File: src/rtl/cm3_code_flash_if.sv
// cm3_code_flash_if: AHB-Lite code-bus slave in front of a wait-stated flash.
// Reads go out as a single FCS strobe and complete WAIT_STATES+2 cycles later.
// Writes get a two-cycle ERROR response and never touch the flash.
// Optional macro CM3_CODE_LINEBUF_EN adds a one-word read line buffer
// (zero-wait hits, invalidated by FLUSH).
module cm3_code_flash_if #(
   parameter int unsigned ADDR_WIDTH  = 18,
   parameter int unsigned WAIT_STATES = 2
) (
   input  logic                  HCLK,
   input  logic                  HRESETn,
   input  logic                  HSELC,
   input  logic [31:0]           HADDRC,
   input  logic [1:0]            HTRANSC,
   input  logic                  HWRITEC,
   input  logic [2:0]            HSIZEC,
   input  logic                  HREADYC,
   output logic [31:0]           HRDATAC,
   output logic                  HREADYOUTC,
   output logic [1:0]            HRESPC,
   output logic                  EXRESPC,
   input  logic                  FLUSH,
   output logic                  FCS,
   output logic [ADDR_WIDTH-3:0] FADDR,
   input  logic [31:0]           FRDATA
);

   localparam int unsigned FAW = ADDR_WIDTH - 2;
   localparam int unsigned CW  = 3;
   localparam logic [1:0]  RESP_OKAY  = 2'b00;
   localparam logic [1:0]  RESP_ERROR = 2'b01;

   typedef enum logic [1:0] {S_IDLE, S_READ, S_ERR1, S_ERR2} state_t;

   state_t           r_state, w_nxt_state;
   logic [CW-1:0]    r_cnt, w_nxt_cnt;
   logic             r_fcs, w_nxt_fcs;
   logic [FAW-1:0]   r_faddr, w_nxt_faddr;
   logic             r_hready, w_nxt_hready;
   logic [1:0]       r_resp, w_nxt_resp;
   logic             r_hit, w_nxt_hit;

   logic             w_accept;
   logic [FAW-1:0]   w_word;
   logic             w_done;
   logic             w_free;
   logic             w_hit;
   logic [31:0]      w_buf_data;
   logic             w_unused;

   assign w_accept = HSELC & HTRANSC[1] & HREADYC;
   assign w_word   = HADDRC[ADDR_WIDTH-1:2];
   // Read completion cycle: the only READ cycle with HREADYOUTC high
   assign w_done   = (r_state == S_READ) & r_hready;
   // Cycles in which a new address phase may be taken
   assign w_free   = (r_state == S_IDLE) | (r_state == S_ERR2) | w_done;
   assign w_unused = &{1'b0, HSIZEC, HTRANSC[0], HADDRC[31:ADDR_WIDTH], HADDRC[1:0], FLUSH};

`ifdef CM3_CODE_LINEBUF_EN
   logic             r_lb_valid;
   logic [FAW-1:0]   r_lb_tag;
   logic [31:0]      r_lb_data;

   assign w_hit      = r_lb_valid & (w_word == r_lb_tag);
   assign w_buf_data = r_lb_data;

   // Line buffer: fill on read completion, FLUSH takes priority over the fill
   always_ff @(posedge HCLK) begin
      if (!HRESETn) begin
         r_lb_valid <= 1'b0;
         r_lb_tag   <= '0;
         r_lb_data  <= '0;
      end else if (FLUSH) begin
         r_lb_valid <= 1'b0;
      end else if (w_done) begin
         r_lb_valid <= 1'b1;
         r_lb_tag   <= r_faddr;
         r_lb_data  <= FRDATA;
      end
   end
`else
   assign w_hit      = 1'b0;
   assign w_buf_data = '0;
`endif

   // State and registered outputs
   always_ff @(posedge HCLK) begin
      if (!HRESETn) begin
         r_state  <= S_IDLE;
         r_cnt    <= '0;
         r_fcs    <= 1'b0;
         r_faddr  <= '0;
         r_hready <= 1'b1;
         r_resp   <= RESP_OKAY;
         r_hit    <= 1'b0;
      end else begin
         r_state  <= w_nxt_state;
         r_cnt    <= w_nxt_cnt;
         r_fcs    <= w_nxt_fcs;
         r_faddr  <= w_nxt_faddr;
         r_hready <= w_nxt_hready;
         r_resp   <= w_nxt_resp;
         r_hit    <= w_nxt_hit;
      end
   end

   // Next state and next registered outputs
   always_comb begin
      w_nxt_state  = r_state;
      w_nxt_cnt    = r_cnt;
      w_nxt_fcs    = 1'b0;
      w_nxt_faddr  = r_faddr;
      w_nxt_hready = 1'b1;
      w_nxt_resp   = RESP_OKAY;
      w_nxt_hit    = 1'b0;

      case (r_state)
         S_READ: begin
            if (!w_done) begin
               // Counter holds through the FCS cycle; ready rises when the
               // following cycle is the data-valid one.
               w_nxt_hready = r_fcs ? (r_cnt == CW'(0)) : (r_cnt == CW'(1));
               if (!r_fcs && (r_cnt != CW'(0)))
                  w_nxt_cnt = r_cnt - CW'(1);
            end
         end
         S_ERR1: begin
            w_nxt_state = S_ERR2;
            w_nxt_resp  = RESP_ERROR;
         end
         default: ;
      endcase

      if (w_free) begin
         w_nxt_state = S_IDLE;
         if (w_accept) begin
            if (HWRITEC) begin
               w_nxt_state  = S_ERR1;
               w_nxt_hready = 1'b0;
               w_nxt_resp   = RESP_ERROR;
            end else if (w_hit) begin
               w_nxt_hit = 1'b1;
            end else begin
               w_nxt_state  = S_READ;
               w_nxt_fcs    = 1'b1;
               w_nxt_faddr  = w_word;
               w_nxt_cnt    = CW'(WAIT_STATES);
               w_nxt_hready = 1'b0;
            end
         end
      end
   end

   // Flash data is only valid in the completion cycle, so it is steered through directly
   assign HRDATAC    = w_done ? FRDATA : (r_hit ? w_buf_data : 32'h0);
   assign HREADYOUTC = r_hready;
   assign HRESPC     = r_resp;
   assign EXRESPC    = 1'b0;
   assign FCS        = r_fcs;
   assign FADDR      = r_faddr;

endmodule
File: config.mk
export PLATFORM = sky130hd
export DESIGN_NAME = cm3_code_flash_if
export DESIGN_NICKNAME = d
export VERILOG_FILES = /design/src/rtl/cm3_code_flash_if.sv
export SDC_FILE = /design/constraint.sdc
export NUM_CORES = 1
export LEC_CHECK = 0
export ABC_AREA = 1
export ABC_CLOCK_PERIOD_IN_PS = 3730
export CAP_MARGIN = 10
export CELL_PAD_IN_SITES_DETAIL_PLACEMENT = 0
export CELL_PAD_IN_SITES_GLOBAL_PLACEMENT = 2
export CORE_MARGIN = 8
export CORE_UTILIZATION = 14
export DETAILED_ROUTE_END_ITERATION = 12
export PLACE_DENSITY = 0.9
export SYNTH_ARGS = -nofsm -noshare
export SYNTH_HDL_FRONTEND = slang
export SYNTH_SLANG_ARGS = --single-unit
File: constraint.sdc
create_clock -name HCLK -period 3.73 [get_ports HCLK]
set_input_delay 0.5595 -clock HCLK [delete_from_list [all_inputs] [get_ports HCLK]]
set_output_delay 0.5595 -clock HCLK [all_outputs]
set_load 0.005 [all_outputs]
Word-level counts from Yosys, hierarchy flattened
Index checks and enable logic that the tools add are counted.
- register bits: 25
- bits in latches: 0
- memory bits (writable): 0
- memory bits (read-only): 0
- input bits: 75
- output and inout bits: 53
- logic and storage cells: 46
- memories: 0
- add/sub/neg operators: 1
- $mul: 0
- div/mod/pow operators: 0
- order comparisons: 0
- eq/ne operators: 4
- shift-type cells: 0
- multiplexer cells: 21
- bitwise logic cells: 6
- reduce and logical (&&, ||, !) cells: 8
- operators by type and width (cell ; number):
    two-way mux 32 bit ; 1
    two-way mux 3 bit ; 6
    two-way mux 2 bit ; 7
    two-way mux 1 bit ; 7
    AND reduction 3 bit ; 2
    equality test 2 bit (second input constant) ; 2
    bitwise AND 1 bit ; 3
    equality test 3 x 1 -> 1 bit (second input constant) ; 1
    logical NOT 3 bit ; 1
    nonzero test 3 bit ; 1
    subtractor 3 x 1 -> 3 bit (second input constant) ; 1
    equality test 2 x 1 -> 1 bit (second input constant) ; 1
    logical NOT 2 bit ; 1
    bitwise OR 1 bit ; 2
    nonzero test 2 bit ; 1
    logical AND 1 bit ; 1
    logical NOT 1 bit ; 1
    NOT 1 bit ; 1

Logic depth before layout (Yosys ltp)
Gate-level depths: netlist of run 1.
- depth in word-level cells: 8
- gate-level depth with buffers: 9
- gate-level depth less buffers: 9

Least setup slack after synthesis of run 1
Ideal clock, no wire load.
- path kind: register to output
- start point: register r_state[1]
- end point: output port HRDATAC[10]
- arrival: 1022 ps
- data required time: 3171 ps
- path slack: 2149 ps
- cell stages (with the launch flop): 6
- path buffers: 1
- path through: dfxtp_1 -> inv_1 -> ha_1 -> nand2_2 -> clkbuf_1 -> nor2_1
- longest elaborated chain between the ends: 3
- RTL lines (what ; RTL line ; RTL):
    start: declaration ; 35 ; state_t r_state, w_nxt_state;
    start signal: assignment ; 97 ; r_state <= w_nxt_state;
    equality test 2 x 1 -> 1 bit ; 54 ; assign w_done = (r_state == S_READ) & r_hready;
    bitwise AND 1 bit ; 54 ;
    two-way mux 32 bit ; 155 ; assign HRDATAC = w_done ? FRDATA : (r_hit ? w_buf_data : 32'h0);
    end: declaration ; 18 ; output logic [31:0] HRDATAC,
Every way passes these cells.

Final worst setup path of run 1
- start point: register r_state[1]
- end point: output port HRDATAC[4]
Same word-level chain as after synthesis.

==> results.toml, run 1 <==
[cells_and_area]
multiInputGateArea_um2 = 565.5
areaGrowthSynthToFinish_pct = 93.25
num_antenna_cells = 0
seqCellArea_um2 = 480.5
layout_commonest_cell = "clkdlybuf4s50_1"
stdcell_area_mm2 = 0.002474
nFillCells = 981
final_cells = 410
mostFrequentLayoutCells = "104 x clkdlybuf4s50_1, 45 x inv_1, 40 x nand2_1"
layout-drive-gt1-share_pct = 3.344
finalNetCount = 380

[clock_network]
clock_path_buffers = 2
cts_tree = "built"
clockRootBuffer = "clkbuf_8"
numCtsBuffers = 3
clock_latency_ps = 270
clk_pin_slew_ps = 90
cts_setup_buffers = 0
cts-htree-levels = 1
postCtsHoldBufs = 0
clock_sinks = 24
cts_resized = 0

[timing]
max_freq_mhz = 401.6
fin_tns_setup_ps = 0
fin_skew_ps = 8.639
setup_viol = 0
whs_ps = 471.7
worstMarginPinSlew_ps = 593.4
min_period_ps = 2490
hold_viol = 0
rsz0062_at_grt = "no"
slew-limit-headroom_pct = 60.30
finalMaxSlewViolations = 0
period_share_pct = 66.75

[drt]
drc = 0
routed_wirelength_um = 4472
num_vias = 1468
drt_iter0_drc = 52
routed_via_density = 3.580
drtPass1Iterations = 4
post_drt_wl_per_cell_um = 10.91
ant_nets = 0

[power]
switchingPower_uw = 130.9
combPwrFrac_pct = 18.6
peakVddDrop_v = 0.0001828
p_seq_share_pct = 43.5
design_power_total_uw = 612.0
power_density_mw_per_mm2 = 247.4
total_leakage_power_uw = 0.001143
power.internal_uw = 481.2
swShare_pct = 21.38
p_clk_share_pct = 38.0

[yosys]
yosysSeqAreaShare_pct = 37.54
yosys_warnings = 0
synth_top_area_share_pct = 37.54
synth_compound_area_share_pct = 3.226
synthAdderAreaFrac_pct = 4.888
avgSynthCellArea_um2 = 6.432
ys_ff_latch = 24
syn-cell-area_mm2 = 0.001280
synth_xor_area_share_pct = 0.6843
yosys.area_share.simple_pct = 34.80
synth.mux.area_fraction_pct = 0
synth_top_family_by_area = "simple AND/OR/NAND/NOR gates"
synth_top_area_cell = "dfxtp_1"
ys_types = 21
synth_area_leaders = "dfxtp_1 38%, inv_1 13%, nand2_1 12%, nor2_1 11%, nand3_1 7.8%"
synthCells = 199

[run]
cap_violations = 0

[floorplan]
chipWidth_um = 111.6
initial_core_util_pct = 14.12
io-pin-count = 128
die_h_um = 111.6
core_mm2 = 0.009065
row_count = 35
die-area_mm2 = 0.01246

[grt]
grt_max_degree = 34
track_usage_pct = 7.127
grt_first_pass_wirelength_um = 7486
grt_pass1_vias = 1554
grt_antenna_before_repair = 0
grt_overflow = 0

[hold_path]
min_path_type = "reg -> reg"

[setup_path]
start_kind = "register"
criticalPathCategory = "reg -> out"
endpoint_kind = "primary output"
cp_data_arrival_time_ps = 1930
cp.required_ps = 3170
crit_fanout = 33

[place]
numPortBuffers = 104
gp_congestion = 0.7181
post-dp-hpwl_um = 3602
place_area_mm2 = 0.002402
dp_cells = 406

[status]
status = "completed"
-- final cells by class --
type | count | share of cell area [%]
multi-input cells | 121 | 22.86
flip-flops and latches | 24 | 19.42
clock inverters | 1 | 1.214
repair buffers | 105 | 42.39
inverters | 45 | 6.829
well taps | 111 | 5.615
clock buffers | 3 | 1.669
-- layer usage --
layer  GRT usage, %  vias up  part of all wire (%)
li1               -      779                     -
met1          7.492      624                    42
met2          12.77       63                    48
met3          3.084        2                    10
met4          1.732        0                  0.22
met5              0        -                     0
-- cells in the mapped netlist, drive strengths merged --
cell type,n
inv,45
nand2,43
nor2,39
dfxtp,24
nand3,20
buf,6
ha,5
clkbuf,4
a21oi,3
nand4,2
nor3,2
o21ai,2
a31oi,1
conb,1
o22ai,1
xor2,1
-- stage by stage --
step | util (%) | setup slack (ps)
after floorplan | - | 2149
after global placement | 26.50 | 1366
after detailed placement | 26.50 | 1359
after CTS | 27.29 | 1152
after global routing | 27.29 | 1006
final | 27.29 | 1240
-- critical path, cell delays in order, from the launching register on --
cell and delay (ps):
dfxtp_1 330, inv_1 60, ha_1 160, nand2_2 340
nor2_1 220, clkdlybuf4s50_1 550
-- flip-flops by register name (all words and copies together), names as in the netlist --
register	flops
r_state	2
r_cnt	3
FCS	1
HREADYOUTC	1
FADDR	16
HRESPC	1
-- cell families after synthesis --
family                     Yosys count
adders and majority gates            5
and+or+nand+nor                    106
AOI/OAI and AO/OA                    7
buffers and inverters               55
xor gates and xnor gates             1
DFF                                 24
other                                1
-- power groups by stage --
stage / sequential, uW / combinational [uW] / clock (uW)
6_report: 266 / 114 / 232
5_1_grt: 267 / 126 / 251
4_1_cts: 266 / 116 / 244
3_5_place_dp: 272 / 115 / 0
3_3_place_gp: 272 / 114 / 0
2_1_floorplan: 272 / 35.3 / 0
-- worst paths after layout --
path	startpoint	endpoint	slack, ps	cells past startpoint
min reg2reg	FADDR[1]	FADDR[1]	470	2
max	r_state[1]	HRDATAC[4]	1240	5
max reg2reg	r_state[1]	FADDR[5]	1660	8
min	FADDR[1]	FADDR[1]	470	2
No activity file was read; power rests on OpenSTA's default activity.
==> run 2, diff against run 1 <==
Settings changed: ABC_CLOCK_PERIOD_IN_PS 3730 to 2200, CORE_UTILIZATION 14 to 11, PLACE_DENSITY 0.9 to 0.76.
Clock period 3.73 ns to 2.2 ns, I/O delays scaled along.
==> run 2 against run 1 <==
Compared with the run above: register-to-register slack worse by 940 ps; total power is 77% higher; count of clock-buffer cells in the layout is 1 higher; largest cell class unchanged; critical path type unchanged; first-iteration DRC count is 7.7% higher; global-route usage is 1.4 points lower; clock power is 86% higher; cell area is 3.5% higher; critical path depth is 1 higher; combinational power is 72% higher; sequential cell count stayed put; cell count is 8.3% higher; hold slack worse by 1.3 ps.
==> results.toml, run 2 (synthesis results as in run 1) <==
[setup_path]
max_stage_delay_ps = 520
criticalPathCategory = "reg -> out"
start_kind = "register"
slowest_stage = "clkdlybuf4s50_1"
cp_data_arrival_time_ps = 1760
crit_fanout = 25
endpoint_kind = "primary output"
reg2reg_slack_ps = 720
cp.required_ps = 1870
path_cells = "inv_1 -> ha_2 -> nand2_4 -> buf_8 -> nor2_1 -> clkdlybuf4s50_1"

[grt]
grt_first_pass_wirelength_um = 7182
grt_max_degree = 26
grt_overflow = 0
grt_antenna_before_repair = 0
track_usage_pct = 5.729
grt_pass1_vias = 1475

[drt]
drtPass1Iterations = 4
drc = 0
routed_via_density = 3.367
post_drt_wl_per_cell_um = 10.70
routed_wirelength_um = 4749
drt_iter0_drc = 56
ant_nets = 0
num_vias = 1495

[cells_and_area]
final_cells = 444
num_antenna_cells = 0
nFillCells = 1263
largest_reg_flops = 16
layout-drive-gt1-share_pct = 4.319
stdcell_area_mm2 = 0.002561
mostFrequentLayoutCells = "104 x clkdlybuf4s50_1, 45 x inv_1, 40 x nand2_1"
layout_commonest_cell = "clkdlybuf4s50_1"
areaGrowthSynthToFinish_pct = 100.1
finalNetCount = 382

[timing]
fin_tns_setup_ps = 0
period_share_pct = 94.79
min_period_ps = 2085
max_freq_mhz = 479.5
setup_viol = 0
fin_skew_ps = 0.9465
finalMaxSlewViolations = 0
hold_viol = 0
rsz0062_at_grt = "no"

[floorplan]
die_h_um = 123.9
chipWidth_um = 123.9
row_count = 39
core_mm2 = 0.01137
io-pin-count = 128
initial_core_util_pct = 11.26
die-area_mm2 = 0.01534

[clock_network]
numCtsBuffers = 3
cts_tree = "built"
clock_path_buffers = 2
cts_setup_buffers = 0
clk_pin_slew_ps = 60
clock_sinks = 24
clockRootBuffer = "clkbuf_16"
cts-htree-levels = 1
clock_latency_ps = 250

[place]
gp_congestion = 0.7329
dp_cells = 440
post-dp-hpwl_um = 3899
numPortBuffers = 104
place_area_mm2 = 0.002457

[power]
power_density_mw_per_mm2 = 421.8
total_leakage_power_uw = 0.001164
peakVddDrop_v = 0.0001955
p_clk_share_pct = 40.0
p_seq_share_pct = 41.8
swShare_pct = 21.02
combPwrFrac_pct = 18.2
power.internal_uw = 853.1
switchingPower_uw = 227.1

[status]
status = "completed"

[run]
cap_violations = 0

[hold_path]
min_path_type = "reg -> reg"
-- run 2: cell types whose count changed in the layout (fill, tap and decap cells not counted), sizes merged --
cell	before	now
buf	1	3
clkbuf	3	4
bufinv	1	0
-- run 2: final cells by class --
class	count	area (um2)	share of cell area, %
clock buffers	4	88.84	3.468
multi-input cells	121	573.1	22.37
repair buffers	107	1071	41.82
well taps	143	178.9	6.986
flip-flops and latches	24	480.5	18.76
inverters	45	168.9	6.595
-- run 2: critical path, delay by kind of cell (launching register included) --
kind          cells  cell delay, ps
simple gates      2             220
buf+inv           3             760
fa+ha+maj         1             190
flops             1             320
-- run 2: per-stage QoR --
stage / setup slack (ps) / hold WS [ps] / util (%) / power [uW]
6_report: 114.6 / 470.3 / 22.53 / 1080
5_1_grt: 9.676 / 494.4 / 22.53 / 1139
4_1_cts: 16.64 / 472.7 / 22.43 / 1105
3_5_place_dp: 229.7 / 463.4 / 21.61 / 660.3
3_3_place_gp: 254.0 / 457.7 / 21.61 / 659.5
2_1_floorplan: 848.2 / 433.1 / - / 521.3
-- run 2: repair_timing --
action,4_1_cts,5_1_grt
endpoints found under the setup margin,25,25
resized for setup,1,3
endpoints found under the hold margin,0,0
hold buffers,0,0
-- run 2: worst paths after layout --
kind / from / cells past startpoint / endpoint
min reg2reg: FADDR[7] / 2 / FADDR[7]
min: FADDR[7] / 2 / FADDR[7]
max reg2reg: r_state[0] / 9 / r_cnt[1]
max: r_state[1] / 6 / HRDATAC[26]
-- run 2: power by group through the flow --
| stage | Clock (uW) | Combinational, uW | Sequential (uW) |
|---|---|---|---|
| after floorplan | 0 | 59.8 | 462 |
| after global placement | 0 | 198 | 461 |
| after detailed placement | 0 | 199 | 462 |
| after CTS | 453 | 200 | 452 |
| after global routing | 468 | 218 | 453 |
| final | 432 | 196 | 452 |
-- run 2: layer usage --
metal	up-vias	track usage, %	part of all wire [%]
li1	781	-	-
met1	637	6.277	38
met2	77	9.849	45
met3	0	2.947	17
met4	0	0.9029	0
met5	-	0	0
